File: config.mk
export PLATFORM = sky130hd
export DESIGN_NAME = fwd_hazard_tracker
export DESIGN_NICKNAME = d
export VERILOG_FILES = /design/src/rtl/fwd_hazard_tracker.sv
export SDC_FILE = /design/constraint.sdc
export NUM_CORES = 1
export LEC_CHECK = 0
export BUFFER_PORTS_ARGS = -buffer_cell sky130_fd_sc_hd__buf_2
export CAP_MARGIN = 20
export CORE_MARGIN = 1
export CORE_UTILIZATION = 47
export DETAILED_ROUTE_END_ITERATION = 16
export GPL_TIMING_DRIVEN = 0
export PLACE_DENSITY_LB_ADDON = 0.25
export SETUP_SLACK_MARGIN = 0.5
export SLEW_MARGIN = 40
export SYNTH_ARGS = -nofsm -noshare
export SYNTH_HDL_FRONTEND = slang
export SYNTH_SLANG_ARGS = --single-unit
File: constraint.sdc
create_clock -name clk -period 3.5 [get_ports clk]
set_input_delay 0.175 -clock clk [delete_from_list [all_inputs] [get_ports clk]]
set_output_delay 0.175 -clock clk [all_outputs]
set_load 0.01 [all_outputs]
File: src/rtl/fwd_hazard_tracker.sv
// EX/MM producer-side forwarding tracker: carries dest tags, write enables, load flags
// and the EX result toward the bypass muxes, and raises the ID stall. Optional counter: FWD_STALL_CNT_EN.
module fwd_hazard_tracker #(
    parameter int ADDR_WIDTH = 64,
    parameter int REG_NUM    = 32,
    localparam int RW        = $clog2(REG_NUM)
) (
    input  logic                  clk,
    input  logic                  rst,
    input  logic                  id_valid,
    input  logic [RW-1:0]         id_rs1,
    input  logic [RW-1:0]         id_rs2,
    input  logic                  id_rs1_used,
    input  logic                  id_rs2_used,
    input  logic [RW-1:0]         id_rd,
    input  logic                  id_wr_reg_en,
    input  logic                  id_is_load,
    input  logic [ADDR_WIDTH-1:0] ex_pro,
    input  logic                  flush_ex,
    input  logic                  mm_stall,
    output logic [RW-1:0]         ex_rd,
    output logic                  ex_wr_reg_en,
    output logic [RW-1:0]         mm_rd,
    output logic                  mm_wr_reg_en,
    output logic                  mm_is_load,
    output logic [ADDR_WIDTH-1:0] mm_pro,
    output logic                  stall_id,
    output logic [31:0]           stall_count
);

    typedef struct packed {
        logic          valid;
        logic [RW-1:0] rd;
        logic          wr_en;
        logic          is_load;
    } slot_t;

    slot_t                 ex_q, mm_q, id_slot;
    logic [ADDR_WIDTH-1:0] mm_pro_q;
    logic                  load_use;
    logic                  rs1_hit, rs2_hit;

    // x0 is never a forwarding source, so its write enable is dropped on capture
    always_comb begin
        id_slot         = '0;
        id_slot.valid   = 1'b1;
        id_slot.rd      = id_rd;
        id_slot.wr_en   = id_wr_reg_en & (id_rd != '0);
        id_slot.is_load = id_is_load;
    end

    assign ex_rd        = ex_q.rd;
    assign ex_wr_reg_en = ex_q.valid & ex_q.wr_en;
    assign mm_rd        = mm_q.rd;
    assign mm_wr_reg_en = mm_q.valid & mm_q.wr_en;
    assign mm_is_load   = mm_q.valid & mm_q.is_load;
    assign mm_pro       = mm_pro_q;

    assign rs1_hit  = id_rs1_used & (id_rs1 == ex_q.rd);
    assign rs2_hit  = id_rs2_used & (id_rs2 == ex_q.rd);
    assign load_use = id_valid & ex_wr_reg_en & ex_q.is_load & (rs1_hit | rs2_hit);
    assign stall_id = (load_use | mm_stall) & ~flush_ex;

    always_ff @(posedge clk) begin
        if (rst) begin
            ex_q     <= '0;
            mm_q     <= '0;
            mm_pro_q <= '0;
        end else if (mm_stall) begin
            // both slots freeze, but a redirect still has to kill the EX slot
            if (flush_ex)
                ex_q <= '0;
        end else begin
            mm_q     <= ex_q;
            mm_pro_q <= ex_pro;
            if (flush_ex || load_use || !id_valid)
                ex_q <= '0;
            else
                ex_q <= id_slot;
        end
    end

`ifdef FWD_STALL_CNT_EN
    logic [31:0] cnt_q;

    always_ff @(posedge clk) begin
        if (rst)
            cnt_q <= '0;
        else if (load_use && !mm_stall && !flush_ex && (cnt_q != 32'hFFFF_FFFF))
            cnt_q <= cnt_q + 32'd1;
    end

    assign stall_count = cnt_q;
`else
    assign stall_count = '0;
`endif

endmodule

==> flow_summary_export.csv <==
group,metric,value,unit
routing,totalWireLength,7380,um
timing,finalSetupViolations,0,
floorplanning,coreArea,0.00679,mm^2
run,maxCapViolations,0,
power,pwr-share-clk,34.6,%
clocking,numCtsBuffers,9,
clocking,cts_root_buf,"clkbuf_8",
clocking,cts_tree,"built",
yosys,yosysWarnings,0,
clocking,cts_max_level,3,
finish,fill_cells,579,
floorplanning,die_area,0.00741,mm^2
timing,finalCritPeriodShare,54.5,%
routing,postRouteAntennaNets,0,
critical_path,required,3.32,ns
clocking,holdBufCountCts,0,
global_route,antenna_found_initial,0,
timing,fmaxAchievable,0.524,GHz
timing,setup_tns,0,ns
global_route,grt_max_degree,13,
finish,multiInputGateArea,0.00141,mm^2
timing,finClkSkew,0.00634,ns
power,finalPower,1.94,mW
routing,drtPass1Iterations,4,
critical_path,crit_buf_inv,1,
clocking,insertion_delay,0.34,ns
timing,min_period,1.91,ns
power,peakVddDrop,0.319,mV
power,power_switching,0.472,mW
clocking,cts.sinks,80,
placement,port_buffers,164,
routing,routedWlPerCell,11.6,um
global_route,grt_pass1_wl,11600,um
placement,place_congestion,0.752,
critical_path,end_kind,"output port",
routing,drcViolationCount,0,
finish,most-common-layout-cells,"buf_2, dfxtp_1, nor2_1",
power,powerDensity,425,mW/mm^2
yosys,syn_avg_cell_area,10.0,um^2
timing,rsz0062_at_grt,"false",
clocking,cts-resized-gates,0,
finish,n_antenna_cell,0,
critical_path,slowest_stage,"dfxtp_1",
timing,slew_violations,0,
floorplanning,die_h,86.1,um
clocking,clkSlewWorstSetupHoldPaths,0.08,ns
floorplanning,boundaryPins,198,
floorplanning,floorplan.rows,30,
power,power_frac_comb,15.0,%
clocking,post_cts_buffers,0,
global_route,overflow,0,
routing,num_vias,2771,
finish,drive_gt1_share,42.8,%
power,p_leak,2.54,nW
yosys,synthCells,331,
finish,area_delta_synth_final,37.8,%
placement,place_hpwl,5780,um
global_route,grt_pass1_vias,2753,
placement,placedCellCount,622,
finish,stdcell_count,638,
timing,finalHoldViolations,0,
finish,seq_area,0.00160,mm^2
power,p_int,1.47,mW
power,seqPwrFrac,50.4,%
critical_path,critical-path-top-delay-family,"compound AO/OA/AOI/OAI gates",
floorplanning,dieWidth,86.1,um
yosys,seq_area_frac_synth,48.2,%
yosys,synth_area,0.00332,mm^2
clocking,cts_max_path_buffers,2,
critical_path,path_cells,"xnor2_1 -> nand4_1 -> o22ai_4 -> o21ba_1 -> buf_2",
min_path,hold_path.class,"input port to flop",
yosys,ys_ff_latch,80,
critical_path,arrival,1.73,ns
run_status,status,"completed",
critical_path,start_kind,"flop",
finish,nets,625,
floorplanning,floorplan.initialDensity,48.9,%
critical_path,slowest_delay,0.45,ns
finish,final_common_cell,"buf_2",
power,switching_share,24.3,%
routing,via_per_inst,4.34,
critical_path,path_class,"flop to output port",
critical_path,path_max_fanout,9,
global_route,grtUsageTotal,19.8,%
yosys,synthDistinctLibCells,21,
routing,drt-initial-drc-count,65,
worst min-delay path, cell delays in order:
cell	delay, ns
buf_2	0.07
mux2i_1	0.05
nor2_1	0.07
layout make-up:
type                       count  share of cell area [%]
clock inverter                 3                   0.875
inverter                       6                   0.492
sequential                    80                    35.0
tap                           96                    2.62
clock buffer                  13                    3.47
timing repair buffer         164                    17.9
buffer                        59                    8.91
multi-input combinational    217                    30.7
synthesized netlist by cell type:
cell type  count  share of area (%)
and4_1         1               0.26
and2_1         4               0.75
nand4_1        2               0.38
xnor2_1       10                2.6
nand4_2        1               0.38
nand3b_1       1               0.23
conb_1         1               0.11
buf_4         49                 11
mux2i_1       72                 22
o21ba_1        1               0.30
nand3_1        2               0.30
o31ai_1        6                1.4
o21ai_0        2               0.30
nor2_1        73                8.2
clkbuf_1       8               0.90
buf_2          2               0.30
nand2_1        8               0.90
o22ai_4        1               0.60
dfxtp_1       80                 48
o31ai_2        1               0.38
inv_1          6               0.68
power groups by stage:
stage | Clock [mW] | Combinational, mW | Sequential [mW]
finish | 0.673 | 0.291 | 0.980
global route | 0.725 | 0.320 | 0.986
CTS | 0.690 | 0.292 | 0.981
detailed placement | 0 | 0.292 | 1.00
global placement | 0 | 0.286 | 0.999
floorplan | 0 | 0.156 | 1.02
logic make-up after synthesis:
group,count (synthesis),share of synthesized area [%]
other,1,0.113
AND/OR/NAND/NOR,92,11.4
XOR/XNOR,10,2.64
flip-flops,80,48.2
AO/OA/AOI/OAI,11,2.94
buffers and inverters,65,13.0
multiplexers,72,21.7
through the flow:
stage                     util [%]  hold slack (ns)  area (um^2)  worst slack [ns]
final                         67.4           0.0674         4580              1.59
after global routing          67.4           0.0603         4580              1.47
after CTS                     67.4           0.0515         4580              1.57
after detailed placement      64.5            0.413         4380              1.94
after global placement        64.5            0.404         4380              1.95
after floorplan                  -            0.319         3440              2.18
state kept, by name (all words and copies together) (netlist names):
register	count
mm_pro	64
ex_rd	5
mm_rd	5
ex_q	3
mm_q	3
final timing paths:
check                         from                     end  slack [ns]  depth (start not counted)
min reg2reg   mm_q[0]$_SDFFE_PP0N_    mm_q[0]$_SDFFE_PP0N_        0.49                          2
max reg2reg  ex_rd[3]$_SDFFE_PP0P_    ex_q[7]$_SDFFE_PP0P_        2.11                          4
max          ex_rd[3]$_SDFFE_PP0P_                stall_id        1.59                          5
min                      ex_pro[7]  mm_pro[7]$_SDFFE_PP0N_        0.07                          3
layer usage:
layer | GRT usage (%) | share of wire [%]
met5 | 0 | 0
met4 | 8.33 | 2.2
met3 | 6.64 | 8.4
met2 | 36.0 | 50
met1 | 20.8 | 40
Note: power is estimated with default switching activity, not from simulation.
